`src/rtl/uart_tx.sv`:
```
// UART transmitter: start bit, DATA_WIDTH data bits LSB first, optional parity, stop bit.
// One serial bit per CLK cycle; TX_OUT and busy come straight from flops.
module uart_tx #(
  parameter int DATA_WIDTH = 8
) (
  input  logic                  CLK,
  input  logic                  RST,
  input  logic [DATA_WIDTH-1:0] P_DATA,
  input  logic                  Data_Valid,
  input  logic                  PAR_EN,
  input  logic                  PAR_TYP,
  output logic                  TX_OUT,
  output logic                  busy
);

  localparam int CW = (DATA_WIDTH > 1) ? $clog2(DATA_WIDTH) : 1;
  localparam logic [CW-1:0] LAST_BIT = CW'(DATA_WIDTH - 1);

  typedef enum logic [2:0] {
    IDLE   = 3'd0,
    START  = 3'd1,
    DATA   = 3'd2,
    PARITY = 3'd3,
    STOP   = 3'd4
  } state_t;

  state_t                state_q, state_d;
  logic [DATA_WIDTH-1:0] shift_q, shift_d;
  logic [CW-1:0]         cnt_q, cnt_d;
  logic                  par_en_q, par_en_d;
  logic                  par_bit_q, par_bit_d;
  logic                  tx_q, tx_d;
  logic                  busy_q, busy_d;

  // Outputs are computed for the state being entered, so the registered
  // TX_OUT shows each bit during the cycle that follows its edge.
  always_comb begin
    state_d   = state_q;
    shift_d   = shift_q;
    cnt_d     = cnt_q;
    par_en_d  = par_en_q;
    par_bit_d = par_bit_q;
    tx_d      = 1'b1;
    busy_d    = 1'b1;
    case (state_q)
      IDLE: begin
        busy_d = 1'b0;
        if (Data_Valid) begin
          state_d   = START;
          shift_d   = P_DATA;
          par_en_d  = PAR_EN;
          par_bit_d = PAR_TYP ^ (^P_DATA);
          tx_d      = 1'b0;
          busy_d    = 1'b1;
        end
      end
      START: begin
        state_d = DATA;
        cnt_d   = '0;
        tx_d    = shift_q[0];
        shift_d = shift_q >> 1;
      end
      DATA: begin
        if (cnt_q == LAST_BIT) begin
          if (par_en_q) begin
            state_d = PARITY;
            tx_d    = par_bit_q;
          end else begin
            state_d = STOP;
          end
        end else begin
          tx_d    = shift_q[0];
          shift_d = shift_q >> 1;
          cnt_d   = cnt_q + 1'b1;
        end
      end
      PARITY: begin
        state_d = STOP;
      end
      STOP: begin
        state_d = IDLE;
        busy_d  = 1'b0;
      end
      default: begin
        state_d = IDLE;
        busy_d  = 1'b0;
      end
    endcase
  end

  always_ff @(posedge CLK) begin
    if (RST) begin
      state_q   <= IDLE;
      shift_q   <= '0;
      cnt_q     <= '0;
      par_en_q  <= 1'b0;
      par_bit_q <= 1'b0;
      tx_q      <= 1'b1;
      busy_q    <= 1'b0;
    end else begin
      state_q   <= state_d;
      shift_q   <= shift_d;
      cnt_q     <= cnt_d;
      par_en_q  <= par_en_d;
      par_bit_q <= par_bit_d;
      tx_q      <= tx_d;
      busy_q    <= busy_d;
    end
  end

  assign TX_OUT = tx_q;
  assign busy   = busy_q;

endmodule
```
`config.mk`:
```
export PLATFORM = sky130hd
export DESIGN_NAME = uart_tx
export DESIGN_NICKNAME = d
export VERILOG_FILES = /design/src/rtl/uart_tx.sv
export SDC_FILE = /design/constraint.sdc
export NUM_CORES = 1
export LEC_CHECK = 0
export BUFFER_PORTS_ARGS = -buffer_cell sky130_fd_sc_hd__clkbuf_2
export CAP_MARGIN = 20
export CELL_PAD_IN_SITES_DETAIL_PLACEMENT = 0
export CELL_PAD_IN_SITES_GLOBAL_PLACEMENT = 1
export CORE_ASPECT_RATIO = 1.25
export CORE_MARGIN = 2
export CORE_UTILIZATION = 45
export DETAILED_ROUTE_END_ITERATION = 10
export PLACE_DENSITY = 0.93
export SYNTH_ARGS = -nofsm -noshare
export SYNTH_HDL_FRONTEND = slang
export SYNTH_SLANG_ARGS = --single-unit
```
`constraint.sdc`:
```
create_clock -name CLK -period 5.1 [get_ports CLK]
set_clock_uncertainty 0.2 [all_clocks]
set_input_delay 0.255 -clock CLK [delete_from_list [all_inputs] [get_ports CLK]]
set_output_delay 0.255 -clock CLK [all_outputs]
set_load 0.02 [all_outputs]
```
==> out/metrics.cfg, run 1 <==
[drt]
wl_per_cell_um=12.5
viasPerCell=5.63
drc=0
drt-initial-drc-count=6
via_count=726
drtAntennaViolNets=0
firstDrtPassIters=4
drt-total-wl_mm=1.62

[worst_setup_path]
path_buf_inv=0
critPathLaunchType=flop
crit_family=compound AO/OA/AOI/OAI gates
cp_data_arrival_time_ns=2.14
slowest_stage=or3b_4
max_stage_delay_ns=0.41
worstPathCellList=ha_1 -> ha_1 -> or3b_4 -> a21oi_4 -> nor2_1 -> a211oi_2
cp_common_cell=ha_1
path_max_fanout=16
required_ns=5.12
crit_path_end_kind=flop
crit_type=reg2reg

[grt]
antenna_found_initial=0
grt_max_degree=19
grt_pass1_wl_mm=2.83
grt.total_usage_pct=16.1
grt_overflow=0
grt_pass1_vias=724

[power_and_ir_drop]
peakVddDrop_mv=0.200
p_total_mw=0.324
leakage_nw=0.427
power.density_nw_per_um2=307

[cts]
cts_tree=built
clockRootBuffer=clkbuf_4
cts_resized=0
clk_latency_ns=0.30
clk_pin_slew_worst_paths_ns=0.11
clockBufferDepth=2
cts_buffers=3
post_cts_buffers=0
cts_htree_levels=1
cts.sinks=18

[yosys]
yosysUniqueCellTypes=31
synth_area_per_cell_sq_um=9.96
ys_warn_count=0
synth_seq_cells=18
syn_area_sq_um=936
seq_area_frac_synth_pct=38.5
synth_fp_nets=109
postSynthCellCount=94

[layout]
multi_input_area_sq_um=553
antenna_cells=0
syn_to_final_growth_pct=12.7
register_area_sq_um=360
nets=125
fillers=186
post_route_cells_drive_above_1_share_pct=24.8

[timing]
fmax_mhz=472
hold_ws_ns=0.0245
period_needed_ns=2.12
slew_headroom_pct=65.3
hold_viol_final=0
fin_tns_setup_ns=0
worstMarginPinSlew_ns=0.520
slew_viol_final=0
finalCritPeriodShare_pct=41.5
rsz0062_at_grt=false
setup_viol_count_final=0

[floorplan]
dieHeight_um=55.0
die_w_um=44.8
boundaryPins=15
row_count=18
dieArea_sq_um=2460
fp.coreArea_sq_um=1980
start_util_pct=47.2

[worst_hold_path]
hp-class=in2reg

[job]
cap_viol_max_count=0

[placed_design]
hpwl_mm=1.21
gp_congestion=0.797
port-buffer-count=14

[outcome]
status=complete, no violations

-- kinds of logic (layout without fill, tap and decap cells) --
| group | after synthesis | count (layout) | share of synthesized area [%] |
|---|---|---|---|
| adders and majority gates | 2 | 2 | 2.67 |
| and+or+nand+nor | 37 | 37 | 22.3 |
| AOI/OAI and AO/OA | 18 | 18 | 17.4 |
| muxes | 9 | 9 | 9.63 |
| DFF | 18 | 18 | 38.5 |
| xor gates and xnor gates | 6 | 6 | 7.09 |
| buffers and inverters | 4 | 19 | 2.41 |
-- metal layers --
layer	global-route usage [%]	routed length, um	vias up
li1	-	-	368
met1	17.1	752	335
met2	27.5	754	18
met3	3.90	63	5
met4	12.3	44	0
met5	0	0	-
-- placed cells by master, fill, tap and decap left out, types with 2 or more instances in the layout --
master,n
nand3_1,3
nand3b_1,3
mux2i_1,9
xor2_1,2
nand2_1,2
nor2_1,12
nand2b_1,4
a21oi_4,2
nor3_1,4
clkbuf_2,14
dfxtp_1,18
a211oi_1,3
a21oi_1,3
clkbuf_4,3
nor2b_1,3
a211oi_2,4
xnor2_1,3
ha_1,2
-- power by group --
part | internal [mW] | total (mW) | switching [mW]
sequential | 0.154 | 0.163 | 0.00897
combinational | 0.0361 | 0.0728 | 0.0367
clock | 0.0435 | 0.0887 | 0.0452
-- final timing paths --
path | start | end | slack, ns | cells past startpoint
max | cnt_q[0] | shift_q[5] | 2.98 | 6
min | P_DATA[7] | shift_q[7] | 0.02 | 3
max reg2reg | cnt_q[0] | shift_q[5] | 2.98 | 6
min reg2reg | cnt_q[2] | cnt_q[2] | 0.28 | 2
-- state kept, by name, summed over array words and instances, names as in the netlist --
signal     cells
TX_OUT         1
busy           1
cnt_q          3
par_bit_q      1
par_en_q       1
shift_q        8
state_q        3
-- synth_stat cells --
| master | instances | share of area, % |
|---|---|---|
| a211oi_1 | 3 | 2.4 |
| a211oi_2 | 4 | 5.3 |
| a21oi_1 | 3 | 1.6 |
| a21oi_2 | 1 | 0.94 |
| a21oi_4 | 2 | 3.5 |
| a31oi_1 | 1 | 0.67 |
| buf_6 | 1 | 1.2 |
| clkbuf_1 | 3 | 1.2 |
| dfxtp_1 | 18 | 39 |
| ha_1 | 2 | 2.7 |
| mux2i_1 | 9 | 9.6 |
| nand2_1 | 2 | 0.80 |
| nand2b_1 | 4 | 2.7 |
| nand3_1 | 3 | 1.6 |
| nand3b_1 | 3 | 2.4 |
| nor2_1 | 12 | 4.8 |
| nor2b_1 | 3 | 2.0 |
| nor3_1 | 4 | 2.1 |
| nor3b_1 | 1 | 0.80 |
| nor4_1 | 1 | 0.67 |
| nor4b_1 | 1 | 0.94 |
| o211ai_1 | 1 | 0.80 |
| o21a_1 | 1 | 0.80 |
| o21ai_0 | 1 | 0.53 |
| o21bai_1 | 1 | 0.80 |
| or2b_4 | 1 | 1.2 |
| or3b_4 | 1 | 1.2 |
| or4b_1 | 1 | 1.1 |
| xnor2_1 | 3 | 2.8 |
| xnor3_1 | 1 | 2.4 |
| xor2_1 | 2 | 1.9 |
-- cell type report --
type	instances	share of cell area, %
Tap cell	20	2.37
Clock buffer	4	3.44
Timing Repair Buffer	15	7.59
Sequential cell	18	34.2
Multi-Input combinational cell	72	52.4
-- tightest hold or removal path, delay by kind of cell --
| kind | cells | cell delay, ns |
|---|---|---|
| AO/OA/AOI/OAI | 1 | 0.06 |
| buffers and inverters | 1 | 0.09 |
| AND/OR/NAND/NOR | 1 | 0.07 |
-- repair_timing --
action | in CTS | in global routing
hold endpoints to repair | 1 | 0
endpoints found under the setup margin | 0 | 0
hold buffers | 1 | 0
-- stage by stage --
stage | util (%) | setup slack [ns] | instance area (sq um) | std cells
3_3_place_gp | 50.9 | 3.06 | 1010 | 124
2_1_floorplan | - | 3.17 | 936 | 94
5_1_grt | 53.2 | 2.85 | 1050 | 129
4_1_cts | 53.2 | 2.97 | 1050 | 129
3_5_place_dp | 50.9 | 2.99 | 1010 | 124
6_report | 53.2 | 2.98 | 1050 | 129
(Power assumes the default switching activity.)
==> run 2, diff against run 1 <==
--- a/config.mk
+++ b/config.mk
@@ -11,9 +11,9 @@
 export CELL_PAD_IN_SITES_GLOBAL_PLACEMENT = 1
 export CORE_ASPECT_RATIO = 1.25
 export CORE_MARGIN = 2
-export CORE_UTILIZATION = 45
+export CORE_UTILIZATION = 41
 export DETAILED_ROUTE_END_ITERATION = 10
-export PLACE_DENSITY = 0.93
+export PLACE_DENSITY = 0.86
 export SYNTH_ARGS = -nofsm -noshare
 export SYNTH_HDL_FRONTEND = slang
 export SYNTH_SLANG_ARGS = --single-unit
==> constraint.sdc (replaced) <==
create_clock -name CLK -period 2.2 [get_ports CLK]
set_clock_uncertainty 0.2 [all_clocks]
set_input_delay 0.11 -clock CLK [delete_from_list [all_inputs] [get_ports CLK]]
set_output_delay 0.11 -clock CLK [all_outputs]
set_load 0.02 [all_outputs]
==> out/metrics.cfg, run 2 (synthesized netlist as in run 1, its figures left out) <==
[timing]
worstMarginPinSlew_ns=0.511  ; -0.00905 ns
setup_viol_count_final=0  ; unchanged
hold_ws_ns=0.0262  ; +0.00173 ns
hold_viol_final=0  ; unchanged
fin_tns_setup_ns=0  ; unchanged
fmax_mhz=497  ; +5.2%
period_needed_ns=2.01  ; -0.105 ns
slew_viol_final=0  ; unchanged
slew_headroom_pct=65.9  ; +0.60 points
rsz0062_at_grt=false
finalCritPeriodShare_pct=91.5  ; +50 points
worst_slack_ns=0.187  ; -2.80 ns

[worst_setup_path]
max_stage_delay_ns=0.40  ; about the same
path_buf_inv=0  ; unchanged
worstPathCellList=ha_1 -> ha_1 -> or3b_4 -> a21oi_2 -> mux2i_1 -> nor2_1
slowest_stage=or3b_4
crit_type=reg2reg
critPathLaunchType=flop
required_ns=2.18  ; -2.94 ns
cp_common_cell=ha_1
cp_data_arrival_time_ns=1.99  ; -0.15 ns
crit_family=simple AND/OR/NAND/NOR gates
path_max_fanout=6  ; -10
crit_path_end_kind=flop

[power_and_ir_drop]
p_comb_share_pct=24.9  ; +2.4 points
power_switching_mw=0.216  ; +140%
power_frac_seq_pct=48.7  ; -1.5 points
p_int_mw=0.560  ; +140%
power.density_nw_per_um2=663  ; +120%
p_clk_share_pct=26.5  ; -0.9 points
swShare_pct=27.8  ; -0.21 points
leakage_nw=0.470  ; +10%
p_total_mw=0.775  ; +140%
peakVddDrop_mv=0.341  ; +70%

[grt]
grt.total_usage_pct=15.9  ; -0.23 points
grt_pass1_wl_mm=3.14  ; +11%
met1_usage_pct=18.4  ; +1.3 points
grt_use_met2_pct=27.4  ; -0.16 points
grt_pass1_vias=784  ; +8.3%
grt_overflow=0  ; unchanged
antenna_found_initial=0  ; unchanged
met3_usage_pct=3.48  ; -0.42 points
busiest_layer=met2
grt_max_degree=19  ; unchanged

[placed_design]
hpwl_mm=1.25  ; +3.7%
place_ws_ns=0.200  ; -2.79 ns
port-buffer-count=14  ; unchanged
place_area_sq_um=1040  ; +3.3%
gp_congestion=0.716  ; -10%
placed_cells=136  ; +9.7%

[layout]
final_core_util_pct=53.4  ; +0.21 points
mostFrequentLayoutCell=dfxtp_1
largest_register_ffs=8  ; unchanged
fin_area_sq_um=1170  ; +11%
post_route_cells_drive_above_1_share_pct=23.7  ; -1.0 points
nets=134  ; +7.2%
layout.cells.non_filler=149  ; +16%
antenna_cells=0  ; unchanged
largest_register=shift_q
syn_to_final_growth_pct=24.9
reg_top3=shift_q x8, cnt_q x3, state_q x3
layout_common_cells=dfxtp_1 (18), clkbuf_2 (14), nor2_1 (12)

[job]
cap_viol_max_count=0  ; unchanged

[cts]
cts_buffers=3  ; unchanged
clk_pin_slew_worst_paths_ns=0.11  ; about the same
clockRootBuffer=clkbuf_4
clockBufferDepth=2  ; unchanged
cts_resized=0  ; unchanged
cts.sinks=18  ; unchanged
clk_latency_ns=0.29  ; about the same
cts_tree=built
cts_htree_levels=1  ; unchanged

[drt]
via_count=751  ; +3.4%
drt-total-wl_mm=1.75  ; +8.3%
firstDrtPassIters=2  ; -2
drtAntennaViolNets=0  ; unchanged
drc=0  ; unchanged
drt-initial-drc-count=2  ; -4
viasPerCell=5.04  ; -10%
wl_per_cell_um=11.7  ; -6.2%

[floorplan]
boundaryPins=15  ; unchanged
dieHeight_um=57.4  ; +4.4%
fp.coreArea_sq_um=2190  ; +10%
die_w_um=46.7  ; +4.3%
row_count=19  ; +1
start_util_pct=42.8  ; -4.4 points
dieArea_sq_um=2680  ; +9.0%

[worst_hold_path]
hp-class=in2reg

[outcome]
status=complete, no violations

run 2: changes by cell type in the layout (fill, tap and decap cells not counted):
cell,before,now
buf_12,0,1
dlygate4sd3_1,1,9
run 2: metal layers:
| metal | routed length [um] | up-vias | share of wire [%] |
|---|---|---|---|
| met5 | 0 | - | 0 |
| met4 | 28 | 0 | 1.6 |
| met3 | 70 | 4 | 4.0 |
| met2 | 894 | 17 | 51 |
| met1 | 756 | 344 | 43 |
| li1 | - | 386 | - |
run 2: final timing paths:
kind,cells past startpoint,slack (ns),start,endpoint
worst min-delay path,3,0.03,P_DATA[5],shift_q[5]
worst max register to register,6,0.19,cnt_q[0],cnt_q[0]
worst max-delay path,6,0.19,cnt_q[0],cnt_q[0]
worst min register to register,2,0.28,shift_q[7],shift_q[7]
run 2: power by group through the flow:
stage          logic, mW  clock network [mW]  registers (mW)
4_1_cts            0.195               0.212           0.378
3_3_place_gp       0.178                   0           0.384
5_1_grt            0.214               0.223           0.382
2_1_floorplan      0.136                   0           0.383
3_5_place_dp       0.181                   0           0.385
6_report           0.193               0.205           0.377
run 2: tightest hold or removal path, cell delays in order:
cell and delay [ns]:
clkbuf_2 0.09, mux2i_1 0.18, a211oi_2 0.09
run 2: repair_timing:
| item | in CTS | in global routing |
|---|---|---|
| setup endpoints to repair | 0 | 0 |
| hold buffers | 9 | 0 |
| endpoints found under the hold margin | 10 | 0 |
| setup buffers | 0 | 0 |
run 2: final cells by class:
class	count	area, sq um
Sequential cell	18	360
Multi-Input combinational cell	72	553
Clock buffer	4	36.3
Fill cell	217	1020
Timing Repair Buffer	24	180
Tap cell	31	38.8
==> run 3, diff against run 2 <==
--- a/config.mk
+++ b/config.mk
@@ -11,9 +11,9 @@
 export CELL_PAD_IN_SITES_GLOBAL_PLACEMENT = 1
 export CORE_ASPECT_RATIO = 1.25
 export CORE_MARGIN = 2
-export CORE_UTILIZATION = 41
+export CORE_UTILIZATION = 40
 export DETAILED_ROUTE_END_ITERATION = 10
-export PLACE_DENSITY = 0.86
+export PLACE_DENSITY = 0.85
 export SYNTH_ARGS = -nofsm -noshare
 export SYNTH_HDL_FRONTEND = slang
 export SYNTH_SLANG_ARGS = --single-unit
==> out/metrics.cfg, run 3 (synthesized netlist as in run 1, its figures left out) <==
[outcome]
status=complete, no violations

[layout]
post_route_cells_drive_above_1_share_pct=24.2  ; +0.44 points
final_core_util_pct=53.7  ; +0.22 points
mostFrequentLayoutCell=dfxtp_1
antenna_cells=0  ; unchanged
fin_area_sq_um=1190  ; +1.5%
syn_to_final_growth_pct=26.7
largest_register_ffs=8  ; unchanged
largest_register=shift_q
nets=136  ; +1.5%
layout_common_cells=dfxtp_1 (18), clkbuf_2 (14), nor2_1 (12)
reg_top3=shift_q x8, cnt_q x3, state_q x3

[timing]
slew_headroom_pct=72.3  ; +6.4 points
hold_viol_final=0  ; unchanged
finalCritPeriodShare_pct=92.2  ; +0.65 points
worst_slack_ns=0.172  ; -0.0142 ns
period_needed_ns=2.03  ; +0.0142 ns
worstMarginPinSlew_ns=0.416  ; -0.0948 ns
rsz0062_at_grt=false
setup_viol_count_final=0  ; unchanged
fin_tns_setup_ns=0  ; unchanged
slew_viol_final=0  ; unchanged
fmax_mhz=493  ; -0.70%

[drt]
drtAntennaViolNets=0  ; unchanged
drt-initial-drc-count=2  ; unchanged
viasPerCell=4.90  ; -2.8%
drt-total-wl_mm=1.84  ; +5.1%
drc=0  ; unchanged
firstDrtPassIters=2  ; unchanged
wl_per_cell_um=12.2  ; +3.8%
via_count=740  ; -1.5%

[cts]
cts_buffers=3  ; unchanged
clockBufferDepth=2  ; unchanged
cts_tree=built
cts_htree_levels=1  ; unchanged
cts_hold_buf=10  ; +1
post_cts_buffers=0  ; unchanged
cts.sinks=18  ; unchanged
clk_pin_slew_worst_paths_ns=0.11  ; about the same
clk_latency_ns=0.30  ; about the same
cts_resized=0  ; unchanged
clockRootBuffer=clkbuf_4

[worst_setup_path]
cp_data_arrival_time_ns=2.02  ; +0.03 ns
critPathLaunchType=flop
path_max_fanout=6  ; unchanged
crit_path_end_kind=flop
crit_type=reg2reg
required_ns=2.19  ; about the same

[power_and_ir_drop]
p_total_mw=0.781  ; +0.72%
peakVddDrop_mv=0.371  ; +8.8%
power.density_nw_per_um2=658  ; -0.77%
leakage_nw=0.479  ; +2.0%

[job]
cap_viol_max_count=0  ; unchanged

[placed_design]
place_ws_ns=0.183  ; -0.0172 ns
place_area_sq_um=1050  ; +0.72%
port-buffer-count=14  ; unchanged
hpwl_mm=1.28  ; +2.0%
gp_congestion=0.729  ; +1.8%

[grt]
grt_pass1_wl_mm=3.02  ; -3.7%
antenna_found_initial=0  ; unchanged
grt_max_degree=19  ; unchanged
grt.total_usage_pct=16.3  ; +0.43 points
grt_overflow=0  ; unchanged
grt_pass1_vias=715  ; -8.8%

[floorplan]
dieArea_sq_um=2750  ; +2.3%
dieHeight_um=58.1  ; +1.2%
row_count=19  ; unchanged
boundaryPins=15  ; unchanged
start_util_pct=42.3  ; -0.46 points
fp.coreArea_sq_um=2210  ; +1.1%
die_w_um=47.3  ; +1.1%

[worst_hold_path]
hp-class=in2reg

## run 3: cell type report
type,count,area [sq um]
repair buffers,26,198
multi-input cells,72,553
flip-flops and latches,18,360
clock buffers,4,36.3
fillers,216,1020
well taps,31,38.8
## run 3: per-layer routing
metal	global-route usage (%)	share of wire, %	routed length [um]	vias to the layer above
met4	10.7	3.0	56	0
met5	0	0	0	-
met1	17.0	42	781	332
met3	3.74	2.9	53	4
met2	27.6	52	949	16
li1	-	-	-	388
## run 3: critical path: stages, from the launching register on
cell and delay [ns]:
dfxtp_1 0.34, ha_1 0.20, ha_1 0.21, or3b_4 0.40
a21oi_2 0.27, mux2i_1 0.23, nor2_1 0.05
## run 3: path summary, 6_finish.rpt
kind	slack (ns)	startpoint	endpoint	cells past startpoint
setup reg to reg	0.17	cnt_q[0]	cnt_q[0]	6
hold reg to reg	0.28	shift_q[7]	shift_q[7]	2
setup / recovery	0.17	cnt_q[0]	cnt_q[0]	6
hold / removal	0.05	RST	shift_q[0]	2
## run 3: per-stage QoR
| step | instances | hold WS (ns) |
|---|---|---|
| floorplan | 94 | 0.0539 |
| global placement | 137 | 0.141 |
| detailed placement | 137 | 0.166 |
| CTS | 151 | 0.0454 |
| global route | 151 | 0.0616 |
| finish | 151 | 0.0499 |
## run 3: power breakdown
part	internal (mW)	switching (mW)	leakage, nW
Combinational	0.104	0.0924	0.310
Sequential	0.356	0.0192	0.148
Clock	0.101	0.108	0.0210
Total	0.561	0.220	0.479
